==> src/rtl/shift_defs.sv <==
// Shared definitions for the multi-cycle shift/rotate stage: operation codes,
// FSM state encoding and default datapath geometry.
package shift_defs;

    localparam int DEF_WIDTH = 32;
    localparam int DEF_STEP  = 1;

    localparam logic [2:0] OP_SHR  = 3'b000;
    localparam logic [2:0] OP_SHRA = 3'b001;
    localparam logic [2:0] OP_SHL  = 3'b010;
    localparam logic [2:0] OP_ROR  = 3'b011;
    localparam logic [2:0] OP_ROL  = 3'b100;

    typedef enum logic [1:0] {
        ST_IDLE  = 2'd0,
        ST_SHIFT = 2'd1,
        ST_DONE  = 2'd2
    } state_e;

endpackage

==> src/rtl/shift_step.sv <==
// One combinational shift/rotate step of 0..STEP bits. Only constant shift
// distances up to STEP are built, so the mux stays bounded to STEP+1 inputs.
module shift_step
    import shift_defs::*;
#(
    parameter int WIDTH = DEF_WIDTH,
    parameter int STEP  = DEF_STEP,
    parameter int NW    = $clog2(STEP) + 1
) (
    input  logic [WIDTH-1:0] value_i,
    input  logic [2:0]       op_i,
    input  logic [NW-1:0]    n_i,
    input  logic             sign_i,
    output logic [WIDTH-1:0] value_o
);

    // Select the pre-shifted candidate matching the requested distance; n=0 passes through.
    always_comb begin
        value_o = value_i;
        for (int k = 1; k <= STEP; k++) begin
            if (n_i == NW'(k)) begin
                case (op_i)
                    OP_SHR:  value_o = value_i >> k;
                    OP_SHRA: value_o = (value_i >> k) |
                                       (sign_i ? ~({WIDTH{1'b1}} >> k) : '0);
                    OP_SHL:  value_o = value_i << k;
                    OP_ROR:  value_o = (value_i >> k) | (value_i << (WIDTH - k));
                    OP_ROL:  value_o = (value_i << k) | (value_i >> (WIDTH - k));
                    default: value_o = value_i;
                endcase
            end
        end
    end

endmodule

==> src/rtl/shift_seq_unit.sv <==
// Multi-cycle shift/rotate unit: latches operand and amount on start, shifts
// up to STEP bits per clock and signals completion with a one-cycle done pulse.
module shift_seq_unit
    import shift_defs::*;
#(
    parameter int WIDTH = DEF_WIDTH,
    parameter int STEP  = DEF_STEP
) (
    input  logic             clk,
    input  logic             rst_n,
    input  logic             start,
    input  logic [2:0]       op,
    input  logic [WIDTH-1:0] a,
    input  logic [WIDTH-1:0] b,
    output logic             busy,
    output logic             done,
    output logic [WIDTH-1:0] result
);

    localparam int CW = $clog2(WIDTH) + 1;
    localparam int NW = $clog2(STEP) + 1;

    state_e           state_q;
    logic [CW-1:0]    count_q;
    logic [WIDTH-1:0] result_q;
    logic [2:0]       op_q;
    logic             sign_q;
    logic             busy_q;
    logic             done_q;

    logic [CW-1:0]    loadCount;
    logic [NW-1:0]    stepN;
    logic [WIDTH-1:0] result_d;

    // Starting count: linear shifts saturate at WIDTH, rotates wrap modulo WIDTH, illegal ops do nothing.
    always_comb begin
        loadCount = '0;
        case (op)
            OP_SHR, OP_SHRA, OP_SHL:
                loadCount = (b >= WIDTH'(WIDTH)) ? CW'(WIDTH) : b[CW-1:0];
            OP_ROR, OP_ROL:
                loadCount = {1'b0, b[CW-2:0]};
            default:
                loadCount = '0;
        endcase
    end

    // Distance for this cycle is the smaller of STEP and what is left to shift.
    always_comb begin
        stepN = (count_q >= CW'(STEP)) ? NW'(STEP) : count_q[NW-1:0];
    end

    shift_step #(
        .WIDTH (WIDTH),
        .STEP  (STEP),
        .NW    (NW)
    ) u_step (
        .value_i (result_q),
        .op_i    (op_q),
        .n_i     (stepN),
        .sign_i  (sign_q),
        .value_o (result_d)
    );

    // Control FSM with registered busy/done; result register doubles as the shift accumulator.
    always_ff @(posedge clk or negedge rst_n) begin
        if (!rst_n) begin
            state_q  <= ST_IDLE;
            count_q  <= '0;
            result_q <= '0;
            op_q     <= '0;
            sign_q   <= 1'b0;
            busy_q   <= 1'b0;
            done_q   <= 1'b0;
        end else begin
            case (state_q)
                ST_IDLE: begin
                    done_q <= 1'b0;
                    if (start) begin
                        result_q <= a;
                        op_q     <= op;
                        sign_q   <= a[WIDTH-1];
                        count_q  <= loadCount;
                        busy_q   <= 1'b1;
                        if (loadCount != '0) begin
                            state_q <= ST_SHIFT;
                        end else begin
                            state_q <= ST_DONE;
                            done_q  <= 1'b1;
                        end
                    end
                end
                ST_SHIFT: begin
                    result_q <= result_d;
                    count_q  <= count_q - CW'(stepN);
                    if (count_q == CW'(stepN)) begin
                        state_q <= ST_DONE;
                        done_q  <= 1'b1;
                    end
                end
                ST_DONE: begin
                    state_q <= ST_IDLE;
                    done_q  <= 1'b0;
                    busy_q  <= 1'b0;
                end
                default: begin
                    state_q <= ST_IDLE;
                    done_q  <= 1'b0;
                    busy_q  <= 1'b0;
                end
            endcase
        end
    end

    assign busy   = busy_q;
    assign done   = done_q;
    assign result = result_q;

endmodule
==> config.mk <==
export PLATFORM = sky130hd
export DESIGN_NAME = shift_seq_unit
export DESIGN_NICKNAME = d
export VERILOG_FILES = /design/src/rtl/shift_defs.sv /design/src/rtl/shift_step.sv /design/src/rtl/shift_seq_unit.sv
export SDC_FILE = /design/constraint.sdc
export NUM_CORES = 1
export LEC_CHECK = 0
export BUFFER_PORTS_ARGS = -buffer_cell sky130_fd_sc_hd__buf_2
export CORE_MARGIN = 2
export CORE_UTILIZATION = 46
export DETAILED_ROUTE_END_ITERATION = 16
export GPL_ROUTABILITY_DRIVEN = 0
export PLACE_DENSITY = 0.77
export SLEW_MARGIN = 25
export SYNTH_ARGS = -nofsm -noshare
export SYNTH_HDL_FRONTEND = slang
export SYNTH_SLANG_ARGS = --single-unit
==> constraint.sdc <==
create_clock -name clk -period 1.9 [get_ports clk]
set_input_delay 0 -clock clk [delete_from_list [all_inputs] [get_ports clk]]
set_output_delay 0 -clock clk [all_outputs]
set_load 0.03 [all_outputs]
Word level (Yosys, flattened, before mapping)
Cells that the tools add are included.
Widths: inputs -> output; s select.
- input port bits: 70
- word-level logic and storage cells: 60
- register bits: 46
- order comparisons: 2
- eq/ne operators: 14
- add/sub/neg operators: 1
- reductions and logical operators: 12
- mux-type cells: 20
- bitwise gates (word level): 4
- operators by type and width (operator ; count):
    $pmux 32 s5 ; 1
    $mux 32 ; 3
    $or 31x32->32 ; 2
    $pmux 32 s2 ; 1
    $ge 32x6->1 const B ; 1
    $or 32x1->32 ; 1
    $pmux 6 s2 ; 2
    $eq 3x2->1 const B ; 4
    $mux 6 ; 2
    $reduce_and 2->1 ; 4
    $eq 3x1->1 const B ; 2
    $eq 3x3->1 const B ; 2
    $eq 6x1->1 ; 1
    $ge 6x1->1 const B ; 1
    $logic_not 3->1 ; 2
    $mux 2 ; 3
    $ne 2x2->1 const B ; 3
    $ne 6x1->1 const B ; 1
    $reduce_bool 6->1 ; 1
    $sub 6x1->6 ; 1
    $mux 1 ; 5
    $pmux 1 s2 ; 2
    $pmux 2 s2 ; 1
    $reduce_and 4->1 ; 1
    other kinds (6) ; 6

Longest topological paths before layout
- depth in word-level cells: 7
- mapped depth: 7
- depth with buffers taken out: 7

Modules after synthesis
A second synthesis with hierarchy kept.
- cell total of the unflattened synthesis: 393
- area, all modules: 3298.2 sq um
- modules (own cells, without submodules) (module ; times used ; seq. area each (sq um) ; area each (sq um) ; cells each):
    shift_seq_unit ; 1 ; 1151.1 ; 2264.7 ; 234
    shift_step ; 1 ; 0.0 ; 1033.5 ; 159

Least setup slack after synthesis
OpenSTA, ideal clock, no wires.
- path type: reg2reg
- from: register count_q[3]
- to: register result_q[10], in the netlist result[10]
- library setup time: 0.125 ns
- period minus slack after synthesis: 1.898 ns
- required time: 1.775 ns
- path slack: 0.002 ns
- cell stages (with the launch flop): 6
- arrival: 1.773 ns
- path through: dfrtp_1 or4_4 o311ai_4 nand2_4 buf_6 mux2_4
- longest elaborated chain between the ends: 4
- ends and longest elaborated chain (what ; line ; RTL):
    start: declaration ; shift_seq_unit.sv:24 ; logic [CW-1:0] count_q;
    start signal: assignment ; shift_seq_unit.sv:83 ; count_q <= loadCount;
    start signal: assignment ; shift_seq_unit.sv:95 ; count_q <= count_q - CW'(stepN);
    $ge 6x1->1 ; shift_seq_unit.sv:50 ; stepN = (count_q >= CW'(STEP)) ? NW'(STEP) : count_q[NW-1:0];
    $mux 1 ; shift_seq_unit.sv:50 ;
    $ne 2x2->1 (no line) ; -- ;
    $reduce_and 4->1 (no line) ; -- ;
    end signal: assignment ; shift_seq_unit.sv:94 ; result_q <= result_d;
    end: declaration ; shift_seq_unit.sv:25 ; logic [WIDTH-1:0] result_q;
No other way between the ends.
A chain may end at the register's enable or synchronous reset.

Final worst setup path
- from: register count_q[3]
- to: register result_q[4], in the netlist result[4]
Same word-level chain as after synthesis.

==> impl_metrics.toml <==
[sta]
hold_viol_final = 0
slew_headroom_pct = 63.5
period_needed_ps = 1890
worstMarginPinSlew_ps = 548
setup_slack_ps = 5.37
maxSlewViolCount = 0
setup_tns_ps = 0
finalClockSkew_ps = 13.0
finalCritPeriodShare_pct = 99.7
setup_viol = 0
maxClockFrequency_mhz = 528
grt_setup_unrepaired = "true"

[power]
p_per_area_mw_per_mm2 = 2230
vdd_drop_max_mv = 1.32
intPower_mw = 4.74
power.leakage_nw = 1.86
pwr-share-seq_pct = 23.5
swShare_pct = 46.5
power_mw = 8.86
p_clk_share_pct = 8.2
p_sw_mw = 4.12
combinationalPowerShare_pct = 68.3

[routing]
ant_nets = 0
wirelength_um = 8070
via_per_inst = 5.74
num_vias = 2939
route.detailed.wl_per_inst_um = 15.8
first_iter_violations = 200
first_pass_iters = 4
drc = 0

[clock_network]
cts-root-buf = "clkbuf_8"
cts_tree = "done"
cts_sinks = 46
clock_latency_ps = 300
htree_num_levels = 2
cts.reportedPaths.clkPinSlew_ps = 80
cts_buffer_depth = 2
cts-buffers-inserted = 5
postCtsSetupBuffers = 0

[die]
io_pins = 104
num_rows = 29
fp.dieW_um = 85.2
core_mm2 = 0.00635
die-area_mm2 = 0.00726
fp.dieH_um = 85.2
start_util_pct = 47.8

[setup_path]
worstReg2RegEnd = "result[4]$_DFFE_PN0P_"
rr_startpoint = "count_q[3]$_DFFE_PN0P_"
reg2reg_depth = 5
worst-path-max-fanout = 16
cp.arrival_ps = 2070
crit_required_ps = 2080
path_class = "reg -> reg"
worstSetupEndpointType = "register"
reg2reg_slack_ps = 5
start_kind = "register"

[global_routing]
gr-usage-all-layers_pct = 21.7
gr-total-overflow = 0
grt_pass1_wl_um = 12800
grt_pass1_vias = 2761
grt_max_degree = 64
antenna_found_initial = 0

[min_path]
min_from = "start"
hold_class = "in -> reg"
min_path_cells = 3
hold_end = "busy$_DFFE_PN0P_"

[layout]
diodes = 0
drive_gt1_share_pct = 40.2
area_growth_pct = 31.0
finalInstanceArea_mm2 = 0.00398
nets = 505
fill_cells = 528
finalNonFillerCells = 512

[logic_synthesis]
synth_edf_count = 0
postSynthNetCount = 396
synth_compound_area_share_pct = 22.9
async_reset_ff_share_pct = 100
ys.flop_type = "dfrtp_1"
synth_cell_type_count = 46
ys_ff_latch = 46
synth_top_area_share_pct = 37.9
synth_xor_area_share_pct = 0.866
synth_top_family_by_area = "compound AO/OA/AOI/OAI gates"
synth_mux_area_share_pct = 16.1
synth_area_mm2 = 0.00304
synth.area.top_cells = "dfrtp_1 38%, mux2_4 14%, o211ai_1 13%"
synth-simple-area-share_pct = 16.4
synth.avg_cell_area_um2 = 9.34
synth_fa_ha_area_share_pct = 0.412
yosysMostFrequentCell = "nand2_1"
synth_cells = 325
yosys.area.top_type = "dfrtp_1"
ys_seq_area_share_pct = 37.9
yosys_warnings = 0
synth_common_cells = "70 x nand2_1, 54 x o211ai_1, 46 x dfrtp_1"

[place]
port_buffers = 103
place_hpwl_um = 5790
dp_cells = 497
pre_cts_ws_ps = 2.39
postPlaceCellArea_mm2 = 0.00374

[job]
cap_violations = 0

[run_status]
status = "complete, no violations"
-- timing repair --
item                                   4_1_cts  5_1_grt
setup endpoints to repair                    2       32
gates resized for setup                      2       10
endpoints found under the hold margin       52        0
pin swaps                                    0        4
hold buffers                                 7        0
-- power by group through the flow --
stage | combinational, mW | sequential [mW] | clock [mW]
floorplan | 3.73 | 2.65 | 0
detailed placement | 5.91 | 2.08 | 0
finish | 6.05 | 2.08 | 0.730
global route | 6.51 | 2.15 | 0.774
global placement | 5.69 | 2.04 | 0
CTS | 5.95 | 2.06 | 0.734
-- worst max-delay path by stage --
stage,from,to,cells after the start
2_1_floorplan,count_q[3]$_DFFE_PN0P_,result[10]$_DFFE_PN0P_,5
3_3_place_gp,count_q[3]$_DFFE_PN0P_,result[31]$_DFFE_PN0P_,5
3_5_place_dp,count_q[2]$_DFFE_PN0P_,result[31]$_DFFE_PN0P_,5
4_1_cts,count_q[2]$_DFFE_PN0P_,result[29]$_DFFE_PN0P_,5
5_1_grt,count_q[2]$_DFFE_PN0P_,count_q[4]$_DFFE_PN0P_,8
6_report,count_q[3]$_DFFE_PN0P_,result[4]$_DFFE_PN0P_,5
-- cell type report --
class | instances | area (um^2) | share of cell area (%)
clock buffers | 6 | 72.6 | 1.83
clock inverters | 2 | 37.5 | 0.944
inverters | 8 | 30.0 | 0.755
multi-input cells | 243 | 1780 | 44.8
flip-flops and latches | 46 | 1150 | 29.0
well taps | 77 | 96.3 | 2.42
repair buffers | 130 | 806 | 20.3
-- critical path: stages, from the launching register on --
cell and delay [ps]:
dfrtp_1 390, or4_4 550, o311ai_4 260, nand2_4 110, buf_12 170, mux2_4 300
-- routing by layer --
layer,routed length [um],up-vias,track usage (%)
li1,-,1412,-
met1,3480,1408,28.0
met2,4040,113,37.0
met3,496,6,3.99
met4,53,0,6.35
met5,0,-,0
-- metrics by stage --
| step | hold WS (ps) | utilization, % |
|---|---|---|
| global placement | -1.14 | 58.9 |
| CTS | 1.84 | 61.9 |
| global route | 10.5 | 62.6 |
| finish | 9.44 | 62.6 |
| detailed placement | 0.430 | 58.9 |
| floorplan | -296 | - |
-- cells by family after synthesis --
| logic type | Yosys count |
|---|---|
| XOR/XNOR | 3 |
| multiplexers | 34 |
| AND/OR/NAND/NOR | 108 |
| flip-flops | 46 |
| AO/OA/AOI/OAI | 97 |
| buffers and inverters | 36 |
| adder cells (fa/ha/maj) | 1 |
-- registers in the layout, indices dropped and copies added, names as in the netlist --
name     count
count_q      6
busy         1
result      32
sign_q       1
state_q      2
op_q         3
done         1
-- cells in the final DEF, fill, tap and decap left out, drive strengths merged, types with 2 or more instances in the layout --
cell         count
a21oi            7
a22o             2
a31oi            5
and3             2
buf            123
clkbuf           6
dfrtp           46
dlygate4sd3      7
inv              8
mux2            32
mux2i            2
nand2           71
nand2b           2
nand3            6
nor2             7
nor3b            2
nor4             7
o211ai          54
o21ai           16
o221ai           3
o22ai            2
o311ai           2
or3              2
or3b             2
or4              2
xor2             2
Power figures use the tool's default switching activity.
